==> src/rtl/uart_pkg.sv <==
// Shared UART definitions: FSM state encodings, default widths and timing helpers.
package uart_pkg;

  localparam int UART_DATA_WIDTH           = 8;
  localparam int UART_CLKS_PER_BIT_DEFAULT = 434;

  // Receiver FSM states; XX gives X-propagation on an illegal encoding in simulation.
  typedef enum logic [2:0] {
    IDLE     = 3'd1,
    RX_START = 3'd2,
    RX_DATA  = 3'd3,
    RX_STOP  = 3'd4,
    RX_BREAK = 3'd5,
    XX       = 3'bxxx
  } state_e;

  // Transmitter FSM states, shared with the Uart_Tx side of the link.
  typedef enum logic [2:0] {
    TX_IDLE  = 3'd1,
    TX_START = 3'd2,
    TX_DATA  = 3'd3,
    TX_STOP  = 3'd4,
    TX_XX    = 3'bxxx
  } tx_state_e;

  // Clock count at which the start bit is at its centre.
  function automatic logic [31:0] mid_bit_count(input int clks_per_bit);
    mid_bit_count = 32'((clks_per_bit - 1) / 2);
  endfunction

endpackage

==> src/rtl/uart_sync.sv <==
// Two-flop synchronizer for an asynchronous single-bit input.
module uart_sync #(
  parameter logic RESET_VAL = 1'b1
) (
  input  logic clk,
  input  logic reset_n,
  input  logic d,
  output logic q
);

  logic meta_r;
  logic sync_r;

  // Double-register the asynchronous input to settle metastability.
  always_ff @(posedge clk or negedge reset_n) begin
    if (!reset_n) begin
      meta_r <= RESET_VAL;
      sync_r <= RESET_VAL;
    end else begin
      meta_r <= d;
      sync_r <= meta_r;
    end
  end

  assign q = sync_r;

endmodule

==> src/rtl/uart_rx.sv <==
// 8N1 UART receiver: samples each bit at its centre, reports good bytes and framing errors.
module uart_rx
  import uart_pkg::*;
#(
  parameter int CLKS_PER_BIT = UART_CLKS_PER_BIT_DEFAULT,
  parameter int DATA_WIDTH   = UART_DATA_WIDTH
) (
  input  logic                  clk,
  input  logic                  reset_n,
  input  logic                  rx_serial_in,
  output logic [DATA_WIDTH-1:0] rx_byte_out,
  output logic                  rx_valid,
  output logic                  rx_frame_err,
  output logic                  rx_active
);

  localparam int IDX_W = (DATA_WIDTH > 1) ? $clog2(DATA_WIDTH) : 1;
  localparam logic [31:0]      MID_COUNT  = mid_bit_count(CLKS_PER_BIT);
  localparam logic [31:0]      LAST_COUNT = 32'(CLKS_PER_BIT - 1);
  localparam logic [IDX_W-1:0] IDX_LAST   = IDX_W'(DATA_WIDTH - 1);
  localparam logic [IDX_W-1:0] IDX_ONE    = IDX_W'(1);
  localparam logic [IDX_W-1:0] IDX_ZERO   = IDX_W'(0);

  logic                  rx_sync_s;
  state_e                state_r;
  state_e                next_state_s;
  logic [31:0]           clk_count_r;
  logic [IDX_W-1:0]      bit_index_r;
  logic [DATA_WIDTH-1:0] shift_r;
  logic [DATA_WIDTH-1:0] rx_byte_out_r;
  logic                  rx_valid_r;
  logic                  rx_frame_err_r;
  logic                  rx_active_r;

  uart_sync #(.RESET_VAL(1'b1)) u_sync (
    .clk     (clk),
    .reset_n (reset_n),
    .d       (rx_serial_in),
    .q       (rx_sync_s)
  );

  // Next-state decode from the current state, bit timer and synchronized line.
  always_comb begin
    next_state_s = state_r;
    case (state_r)
      IDLE: begin
        if (!rx_sync_s) next_state_s = RX_START;
        else            next_state_s = IDLE;
      end
      RX_START: begin
        if (clk_count_r < MID_COUNT) next_state_s = RX_START;
        else if (!rx_sync_s)         next_state_s = RX_DATA;
        else                         next_state_s = IDLE;
      end
      RX_DATA: begin
        if (clk_count_r < LAST_COUNT)    next_state_s = RX_DATA;
        else if (bit_index_r < IDX_LAST) next_state_s = RX_DATA;
        else                             next_state_s = RX_STOP;
      end
      RX_STOP: begin
        if (clk_count_r < LAST_COUNT) next_state_s = RX_STOP;
        else if (rx_sync_s)           next_state_s = IDLE;
        else                          next_state_s = RX_BREAK;
      end
      RX_BREAK: begin
        if (rx_sync_s) next_state_s = IDLE;
        else           next_state_s = RX_BREAK;
      end
      default: next_state_s = XX;
    endcase
  end

  // State register plus bit timer, shift register and registered output pulses.
  always_ff @(posedge clk or negedge reset_n) begin
    if (!reset_n) begin
      state_r        <= IDLE;
      clk_count_r    <= 32'd0;
      bit_index_r    <= IDX_ZERO;
      shift_r        <= {DATA_WIDTH{1'b0}};
      rx_byte_out_r  <= {DATA_WIDTH{1'b0}};
      rx_valid_r     <= 1'b0;
      rx_frame_err_r <= 1'b0;
      rx_active_r    <= 1'b0;
    end else begin
      state_r        <= next_state_s;
      rx_valid_r     <= 1'b0;
      rx_frame_err_r <= 1'b0;
      case (state_r)
        IDLE: begin
          clk_count_r <= 32'd0;
          bit_index_r <= IDX_ZERO;
          rx_active_r <= 1'b0;
        end
        RX_START: begin
          bit_index_r <= IDX_ZERO;
          if (clk_count_r < MID_COUNT) begin
            clk_count_r <= clk_count_r + 32'd1;
          end else begin
            clk_count_r <= 32'd0;
            // A line that is high again at mid-bit was only a glitch.
            rx_active_r <= ~rx_sync_s;
          end
        end
        RX_DATA: begin
          if (clk_count_r < LAST_COUNT) begin
            clk_count_r <= clk_count_r + 32'd1;
          end else begin
            clk_count_r          <= 32'd0;
            shift_r[bit_index_r] <= rx_sync_s;
            if (bit_index_r < IDX_LAST) bit_index_r <= bit_index_r + IDX_ONE;
            else                        bit_index_r <= bit_index_r;
          end
        end
        RX_STOP: begin
          if (clk_count_r < LAST_COUNT) begin
            clk_count_r <= clk_count_r + 32'd1;
          end else begin
            clk_count_r <= 32'd0;
            if (rx_sync_s) begin
              rx_byte_out_r <= shift_r;
              rx_valid_r    <= 1'b1;
              rx_active_r   <= 1'b0;
            end else begin
              // Bad stop bit: keep the previous byte and report the error once.
              rx_frame_err_r <= 1'b1;
            end
          end
        end
        RX_BREAK: begin
          clk_count_r <= 32'd0;
          if (rx_sync_s) rx_active_r <= 1'b0;
          else           rx_active_r <= rx_active_r;
        end
        default: begin
          clk_count_r    <= {32{1'bx}};
          bit_index_r    <= {IDX_W{1'bx}};
          shift_r        <= {DATA_WIDTH{1'bx}};
          rx_byte_out_r  <= {DATA_WIDTH{1'bx}};
          rx_valid_r     <= 1'bx;
          rx_frame_err_r <= 1'bx;
          rx_active_r    <= 1'bx;
        end
      endcase
    end
  end

  assign rx_byte_out  = rx_byte_out_r;
  assign rx_valid     = rx_valid_r;
  assign rx_frame_err = rx_frame_err_r;
  assign rx_active    = rx_active_r;

endmodule

==> config.mk <==
export PLATFORM = sky130hd
export DESIGN_NAME = uart_rx
export DESIGN_NICKNAME = d
export VERILOG_FILES = /design/src/rtl/uart_pkg.sv /design/src/rtl/uart_sync.sv /design/src/rtl/uart_rx.sv
export SDC_FILE = /design/constraint.sdc
export NUM_CORES = 1
export LEC_CHECK = 0
export BUFFER_PORTS_ARGS = -buffer_cell sky130_fd_sc_hd__buf_2
export CORE_MARGIN = 5
export CORE_UTILIZATION = 59
export CTS_BUF_LIST = sky130_fd_sc_hd__clkbuf_2
export DETAILED_ROUTE_END_ITERATION = 8
export PLACE_DENSITY_LB_ADDON = 0.05
export SKIP_CTS_REPAIR_TIMING = 1
export SLEW_MARGIN = 20
export SYNTH_ARGS = -nofsm -noshare
export SYNTH_HDL_FRONTEND = slang
export SYNTH_SLANG_ARGS = --single-unit
==> constraint.sdc <==
create_clock -name clk -period 2.34 [get_ports clk]
set_clock_uncertainty 0.2 [all_clocks]
set_input_delay 0.117 -clock clk [delete_from_list [all_inputs] [get_ports clk]]
set_output_delay 0.117 -clock clk [all_outputs]
set_load 0.03 [all_outputs]
* Yosys cells after proc, flatten, opt, wreduce, memory -nomap -nowiden
Cells that the tools add are included.
Word-level totals: bits in registers 59, word-level logic and storage cells 75, input port bits 3
Cells by class: reductions and logical operators 11, add/subtract/negate cells 2, magnitude comparators 5, mux-type cells 32, bitwise logic cells 5, eq/ne operators 10
Operators with widths (count):
- $pmux W32 S3 | 1
- $mux W32 | 2
- $mux W8 | 5
- $add A32 B1 Y32 const B | 1
- $lt A32 B8 Y1 const B | 1
- $lt A32 B9 Y1 const B | 1
- $mux W3 | 6
- $pmux W3 S5 | 1
- $reduce_and A3 Y1 | 3
- $bwmux W8 | 1
- $mux W1 | 8
- $ne A2 B2 Y1 const B | 4
- $reduce_or A2 Y1 | 4
- $reduce_or A4 Y1 | 2
- $eq A3 B2 Y1 const B | 2
- $eq A3 B3 Y1 const B | 2
- $mux W2 | 3
- $pmux W3 S2 | 1
- $not A1 Y1 | 5
- $lt A3 B4 Y1 const B | 1
- $pmux W1 S2 | 2
- $pmux W1 S4 | 1
- $add A3 B1 Y3 const B | 1
- $demux W1 S3 | 1
- 6 further kinds | 6

* Depth between registers and ports, before layout
Gate-level depths: netlist of the first run.
depth in word-level cells 7, gate-level depth with buffers 8, depth with buffers taken out 7

* By module
From an unflattened synthesis of the first run, not the netlist that was laid out.
Unflattened totals: cells, all modules 201, area total of the unflattened synthesis 2479.9 µm²
By module, submodules not included:
- uart_rx | area each 2427.3 µm², cells each 199, instances 1, seq. area each 1427.6 µm²
- uart_sync | area each 52.6 µm², cells each 2, instances 1, seq. area each 52.6 µm²

* Least setup slack after synthesis of the first run
OpenSTA, ideal clock, no wires.
kind reg2reg, from register state_r[0], to register shift_r[7], cell stages (with the launch flop) 6, data arrival time 1.761 ns, setup time 0.127 ns, slack 0.252 ns, path buffers 1, path through dfstp_2 -> clkbuf_1 -> nand2_1 -> a2111oi_4 -> nand3b_1 -> mux2_1
On the way: word-level cells in the longest chain between the ends 4, elaborated cells on any way between the ends 9
Ends and longest elaborated chain:
- from (decl) | RTL line uart_rx.sv:25 | state_e state_r;
- from (signal assigned) | RTL line uart_rx.sv:85 | state_r <= next_state_s;
- $eq A3 B3 Y1 (tied with other cells) | RTL line uart_rx.sv:88 | case (state_r)
- $reduce_or A4 Y1 (no source line)
- $not A1 Y1 (no source line)
- $reduce_and A2 Y1 (no source line) *
- to (signal assigned) | RTL line uart_rx.sv:79 | shift_r <= {DATA_WIDTH{1'b0}};
- to (signal, indexed assignment) | RTL line uart_rx.sv:109 | shift_r[bit_index_r] <= rx_sync_s;
- to (signal assigned) | RTL line uart_rx.sv:137 | shift_r <= {DATA_WIDTH{1'bx}};
- to (decl) | RTL line uart_rx.sv:29 | logic [DATA_WIDTH-1:0] shift_r;
Mark *: on every way between the ends. The rest lies on a longest branch, timed or not. A chain may end at the register's enable or synchronous reset.

* Final worst setup path of the first run
from register clk_count_r[0], to register rx_byte_out_r[4] (netlist: rx_byte_out[4])
On the way: word-level cells in the longest chain between the ends 3
Ends and longest elaborated chain:
- from (decl) | RTL line uart_rx.sv:27 | logic [31:0] clk_count_r;
- from (signal assigned) | RTL line uart_rx.sv:97 | clk_count_r <= clk_count_r + 32'd1;
- from (signal assigned) | RTL line uart_rx.sv:106 | clk_count_r <= clk_count_r + 32'd1;
- from (signal assigned) | RTL line uart_rx.sv:116 | clk_count_r <= clk_count_r + 32'd1;
- $lt A32 B9 Y1 | RTL line uart_rx.sv:115 | if (clk_count_r < LAST_COUNT) begin
- $ne A2 B2 Y1 (no source line)
- $reduce_and A3 Y1 (no source line)
- to (signal assigned) | RTL line uart_rx.sv:80 | rx_byte_out_r <= {DATA_WIDTH{1'b0}};
- to (signal assigned) | RTL line uart_rx.sv:120 | rx_byte_out_r <= shift_r;
- to (signal assigned) | RTL line uart_rx.sv:138 | rx_byte_out_r <= {DATA_WIDTH{1'bx}};
- to (decl) | RTL line uart_rx.sv:30 | logic [DATA_WIDTH-1:0] rx_byte_out_r;
No other way between the ends.

==> results of run 1 <==
==> final timing paths <==
kind	from	end	slack, ns	cells after the start
setup reg to reg	clk_count_r[0]$_DFF_PN0_	rx_byte_out[4]$_DFFE_PN0P_	0.17	7
hold / removal	rx_serial_in	u_sync.meta_r$_DFF_PN1_	0.07	2
max in group asynchronous	reset_n	u_sync.q$_DFF_PN1_	1.16	4
hold reg to reg	u_sync.meta_r$_DFF_PN1_	u_sync.q$_DFF_PN1_	0.20	0
min in group asynchronous	reset_n	clk_count_r[7]$_DFF_PN0_	0.51	4
setup / recovery	clk_count_r[0]$_DFF_PN0_	rx_byte_out[4]$_DFFE_PN0P_	0.17	7
==> Yosys cell counts (all sizes together) (2+ instances only) <==
| cell | n | area, um2 |
|---|---|---|
| a21oi | 10 | 61.3 |
| o31ai | 12 | 95.1 |
| o211ai | 18 | 150 |
| nand3 | 7 | 35.0 |
| xor2 | 7 | 61.3 |
| dfstp | 3 | 78.8 |
| inv | 8 | 30.0 |
| nor4 | 6 | 82.6 |
| clkbuf | 5 | 18.8 |
| and3 | 2 | 12.5 |
| nor2 | 18 | 67.6 |
| nand4 | 6 | 52.6 |
| nor3 | 3 | 15.0 |
| nor3b | 3 | 27.5 |
| nand2 | 32 | 120 |
| o21bai | 2 | 26.3 |
| buf | 4 | 27.5 |
| a22o | 2 | 17.5 |
| o21ai | 9 | 45.0 |
| nand4b | 4 | 35.0 |
| ha | 4 | 50.1 |
| nand3b | 2 | 15.0 |
| dfrtp | 56 | 1400 |
==> stage by stage <==
stage	setup slack, ns	utilization	area (um2)
after detailed placement	0.182	0.667	2900
after global routing	0.0182	0.704	3070
final	0.171	0.704	3070
after floorplan	0.252	-	2750
after CTS	0.157	0.693	3020
after global placement	0.230	0.667	2900
==> flip-flops by register name, indices dropped and copies added, names as in the netlist <==
| signal | flops |
|---|---|
| clk_count_r | 32 |
| rx_byte_out | 8 |
| shift_r | 8 |
| bit_index_r | 3 |
| state_r | 3 |
| rx_active | 1 |
| rx_frame_err | 1 |
| rx_valid | 1 |
| u_sync.meta_r | 1 |
| u_sync.q | 1 |
==> cells by family (layout without fill, tap and decap cells) <==
| kind of cell | Yosys count | after routing |
|---|---|---|
| other cells | 1 | 23 |
| mux | 1 | 1 |
| buf+inv | 18 | 50 |
| flops | 59 | 59 |
| fa+ha+maj | 4 | 4 |
| simple gates | 85 | 85 |
| xor+xnor | 8 | 8 |
| compound gates | 60 | 60 |
==> final cells by class <==
type                            instances  share of cell area
Sequential cell                        59               0.483
Multi-Input combinational cell        181               0.387
Timing Repair Buffer                   25              0.0612
Clock inverter                          7              0.0224
Tap cell                               52              0.0212
Clock buffer                            9              0.0147
Inverter                                9              0.0110
==> layout by cell type (no fill, tap or decap), types with 3 or more instances in the layout <==
| cell | n |
|---|---|
| nor4_1 | 3 |
| o31ai_1 | 11 |
| conb_1 | 23 |
| dlygate4sd3_1 | 3 |
| inv_1 | 8 |
| o21ai_0 | 8 |
| a21oi_1 | 9 |
| clkbuf_2 | 9 |
| nor2_1 | 18 |
| nor3_1 | 3 |
| dfstp_2 | 3 |
| dfrtp_1 | 56 |
| o211ai_1 | 15 |
| o211ai_2 | 3 |
| nand4b_1 | 4 |
| xor2_1 | 7 |
| buf_4 | 7 |
| nand2_1 | 32 |
| ha_1 | 4 |
| clkinv_2 | 3 |
| nor4_4 | 3 |
| nand3_1 | 7 |
| buf_2 | 13 |
| nand4_1 | 5 |
==> routing by layer <==
layer / vias to the layer above / GRT usage / part of all wire
met1: 871 / 0.235 / 0.48
li1: 929 / - / -
met4: 0 / 0.103 / 0.026
met3: 13 / 0.0515 / 0.054
met5: - / 0 / 0
met2: 50 / 0.248 / 0.44
==> power by group through the flow <==
stage                     Combinational (uW)  Sequential [uW]  Clock [uW]
after global routing                     718             1280         700
after floorplan                          395             1320           0
after global placement                   627             1280           0
after CTS                                639             1260         642
after detailed placement                 635             1280           0
final                                    647             1260         621
==> worst reg2reg max path, delay by kind of cell (launching register included) <==
family,cells,cell delay (ns)
flip-flops,1,0.48
AO/OA/AOI/OAI,4,0.97
buffers and inverters,1,0.08
adder cells (fa/ha/maj),1,0.13
AND/OR/NAND/NOR,1,0.22
==> impl_metrics.tcl, run 1 <==
set metrics [dict create \
    outcome "finished, final reports clean" \
    rsz0062_at_grt "no" \
    period_share 0.927 \
    powerDensity_nw_per_um2 825 \
    p_int_uw 1630 \
    ys_seq_elements 59 \
    hold-worst-slack_ns 0.0695 \
    antenna_found_initial 0 \
    ys.flop_type "dfrtp_1" \
    port_buffers 13 \
    crit_path_max_incr_delay_ns 0.48 \
    cts_tree "yes" \
    grt_pass1_wl_um 8310 \
    synthMuxAreaShare 0.00423 \
    routabilityCongestion 0.903 \
    seqPwrFrac 0.499 \
    cp_max_fo 8 \
    required_ns 2.51 \
    seqCellArea_um2 1480 \
    hold_viol_final 0 \
    wl_per_cell_um 13.8 \
    synth_compound_area_frac 0.185 \
    drtIter0Drc 95 \
    synth_edf_count 0 \
    detail_route.first_pass.iterations 4 \
    fmax_ghz 0.461 \
    synth-async-reset-ratio 1.00 \
    hpwl_um 3270 \
    core-area_um2 4350 \
    fill_cells 328 \
    synth.avg_cell_area_um2 11.3 \
    cts_root_buffer "clkbuf_2" \
    route.detailed.drc 0 \
    ys.warnings.count 0 \
    crit_buf_inv 1 \
    hold_path.class "input pin to flip-flop" \
    vias 1863 \
    critPathCaptureType "flip-flop" \
    crit_family "compound AO/OA/AOI/OAI gates" \
    setup_viol 0 \
    syn_to_final_growth_pct 15.1 \
    cp_data_arrival_time_ns 2.34 \
    power.total_uw 2530 \
    tns_ns 0 \
    slowest_stage "dfrtp_1" \
    fin_nets 292 \
    tightest_slew_ns 0.545 \
    cts_buffers 9 \
    cts_buffer_depth 2 \
    die_h_um 77.2 \
    syn_inst 236 \
    cts_max_level 3 \
    synth_top_family_by_area "compound AO/OA/AOI/OAI gates" \
    yosys.area_share.adder 0.0188 \
    fin_crit_ns 2.17 \
    cts.sinks 59 \
    ant_nets 0 \
    placed_cells 322 \
    power.switching_uw 896 \
    grt_max_degree 36 \
    synth_area_um2 2660 \
    switching_share 0.354 \
    via_per_inst 5.45 \
    clk_pin_slew_worst_paths_ns 0.18 \
    pwr-share-clk 0.245 \
    start_util 0.612 \
    die_area_um2 5960 \
    dieWidth_um 77.2 \
    ir_drop_mv 0.478 \
    crit_chain "inv_1, ha_1, nor3b_2, o21bai_4, a211o_4, a21oi_4, o211ai_1" \
    finalWirelength_um 4720 \
    multi_input_area_um2 1190 \
    slew_violations 0 \
    p_leak_uw 0.00135 \
    insertion_delay_ns 0.48 \
    grt_remaining_overflow 0 \
    critPathLaunchType "flip-flop" \
    fp-row-count 24 \
    drive_gt1_frac 0.190 \
    cap_viol_max_count 0 \
    instances_no_fill 342 \
    pwr-share-comb 0.256 \
    synth_xor_area_frac 0.0263 \
    slew_headroom 0.634 \
    ios 14 \
    synth_cell_types 47 \
    grt_pass1_vias 1811 \
    yosys.area_share.simple 0.178 \
    antenna_cells 0 \
    track_usage 0.175 \
    criticalPathCategory "flip-flop to flip-flop" \
    ys_seq_area_frac 0.556 \
]
Note: power is estimated with default switching activity, not from simulation.
==> run 2: changes to the inputs <==
Settings changed: CORE_MARGIN 5 to unset, CORE_UTILIZATION 59 to 25, REMOVE_ABC_BUFFERS set to 1.
==> run 2 against run 1 <==
Net effect:
- routed wire length grew 24%
- clock-buffer cell count is the same
- via count grew 2.1%
- total power grew 6.1%
- first-iteration DRC count grew 17%
- worst setup slack lost 0.014 ns
- final area grew 6.0%
- final cell count grew 27%
- global-route usage shrank 5.7 points
- combinational power grew 0.8%
- highest routed layer unchanged
- largest power group unchanged
- non-clock buffer count grew 7
==> impl_metrics.tcl, run 2 (synthesized netlist as in run 1, its figures left out) <==
set metrics [dict create \
    outcome "finished, final reports clean" \
    fin_crit_ns 2.18 \
    cts.sinks 59 \
    crit_family "compound AO/OA/AOI/OAI gates" \
    slew_violations 0 \
    grt_pass1_wl_um 10000 \
    fmax_ghz 0.458 \
    wl_per_cell_um 13.5 \
    power.switching_uw 941 \
    path_depth 7 \
    antenna_cells 0 \
    hold_path.class "flip-flop to flip-flop" \
    ios 14 \
    crit_chain "inv_1, ha_1, nor3b_2, o21bai_4, a211o_4, a21oi_4, o211ai_1" \
    tns_ns 0 \
    cp_data_arrival_time_ns 2.34 \
    switching_share 0.351 \
    track_usage 0.117 \
    fp-row-count 37 \
    timing.rr.end "rx_byte_out[5]$_DFFE_PN0P_" \
    detail_route.first_pass.iterations 6 \
    cp_max_fo 8 \
    antenna_found_initial 0 \
    clk_pin_slew_worst_paths_ns 0.18 \
    grt_util_met1 0.159 \
    critPathLaunchType "flip-flop" \
    pwr-share-comb 0.243 \
    grtUsageMet3 0.0427 \
    cts_tree "yes" \
    vias 1903 \
    busiest_layer "met2" \
    layout_common_cells "56 x dfrtp_1, 32 x nand2_1, 23 x conb_1" \
    cts_root_buffer "clkbuf_2" \
    finalWirelength_um 5840 \
    slew_headroom 0.569 \
    cts_buffer_depth 2 \
    drive_gt1_frac 0.202 \
    worstSetupEndpoint "rx_byte_out[5]$_DFFE_PN0P_" \
    seqPwrFrac 0.474 \
    final_common_cell "dfrtp_1" \
    routabilityCongestion 0.699 \
    power.total_uw 2680 \
    syn_to_final_growth_pct 22.0 \
    largest_reg_flops 32 \
    crit_path_max_incr_delay_ns 0.46 \
    drtIter0Drc 111 \
    use_met2 0.168 \
    core-area_um2 10300 \
    grt_max_degree 38 \
    cts_buffers 9 \
    hold_viol_final 0 \
    dieWidth_um 105 \
    tightest_slew_ns 0.644 \
    fin_ws_ns 0.157 \
    required_ns 2.50 \
    critPathCaptureType "flip-flop" \
    criticalPathCategory "flip-flop to flip-flop" \
    hpwl_um 3830 \
    cap_viol_max_count 0 \
    grt_pass1_vias 1891 \
    rrSetupSlack_ns 0.16 \
    insertion_delay_ns 0.48 \
    via_per_inst 4.39 \
    rsz0062_at_grt "no" \
    powerDensity_nw_per_um2 826 \
    fin_nets 299 \
    period_share 0.933 \
    cts_max_level 3 \
    ir_drop_mv 0.275 \
    slowest_stage "dfrtp_1" \
    crit_buf_inv 1 \
    fill_cells 1054 \
    die_area_um2 11100 \
    ant_nets 0 \
    setup_viol 0 \
    p_leak_uw 0.00139 \
    route.detailed.drc 0 \
    regMostFlops "clk_count_r" \
    rr_worst_depth 7 \
    startpoint "clk_count_r[1]$_DFF_PN0_" \
    p_int_uw 1740 \
    rr_startpoint "clk_count_r[1]$_DFF_PN0_" \
    grt_remaining_overflow 0 \
    port_buffers 13 \
    die_h_um 105 \
    start_util 0.258 \
    pwr-share-clk 0.283 \
    place_ws_ns 0.119 \
]
run 2: cell type report:
type | count | area, um2 | share of cell area
clock buffers | 9 | 45.0 | 0.0139
clock inverters | 7 | 92.6 | 0.0285
inverters | 9 | 33.8 | 0.0104
multi-input cells | 181 | 1190 | 0.365
flip-flops and latches | 59 | 1480 | 0.455
well taps | 136 | 170 | 0.0523
repair buffers | 32 | 243 | 0.0747
run 2: layer usage:
layer / vias up / part of all wire
met2: 50 / 0.44
met3: 7 / 0.045
met1: 903 / 0.50
met4: 0 / 0.015
li1: 943 / -
met5: - / 0
run 2: worst min path at each step:
stage                                  startpoint                          to  depth (start not counted)
after global placement                    reset_n    clk_count_r[4]$_DFF_PN0_                          1
final                     u_sync.meta_r$_DFF_PN1_          u_sync.q$_DFF_PN1_                          0
after global routing      u_sync.meta_r$_DFF_PN1_          u_sync.q$_DFF_PN1_                          0
after floorplan                           reset_n  bit_index_r[0]$_DFFE_PN0P_                          0
after CTS                                 reset_n  rx_byte_out[7]$_DFFE_PN0P_                          1
after detailed placement                  reset_n    clk_count_r[4]$_DFF_PN0_                          1
run 2: through the flow:
step	std cells	utilization	cell area, um2	hold slack (ns)
6_report	433	0.315	3250	0.171
5_1_grt	433	0.315	3250	0.178
4_1_cts	425	0.307	3170	-0.640
3_5_place_dp	409	0.294	3030	-0.0321
3_3_place_gp	409	0.294	3030	-0.0413
2_1_floorplan	249	-	2700	-0.379
run 2: power groups by stage:
stage / sequential [uW] / clock, uW / combinational, uW
2_1_floorplan: 1360 / 0 / 337
3_3_place_gp: 1300 / 0 / 656
3_5_place_dp: 1290 / 0 / 649
4_1_cts: 1270 / 803 / 651
5_1_grt: 1300 / 839 / 734
6_report: 1270 / 759 / 652
run 2: worst register-to-register path, cell delays in order, from the launching register on:
cell and delay (ns):
dfrtp_1 0.46, inv_1 0.07, ha_1 0.13, nor3b_2 0.23
o21bai_4 0.14, a211o_4 0.40, a21oi_4 0.30, o211ai_1 0.14
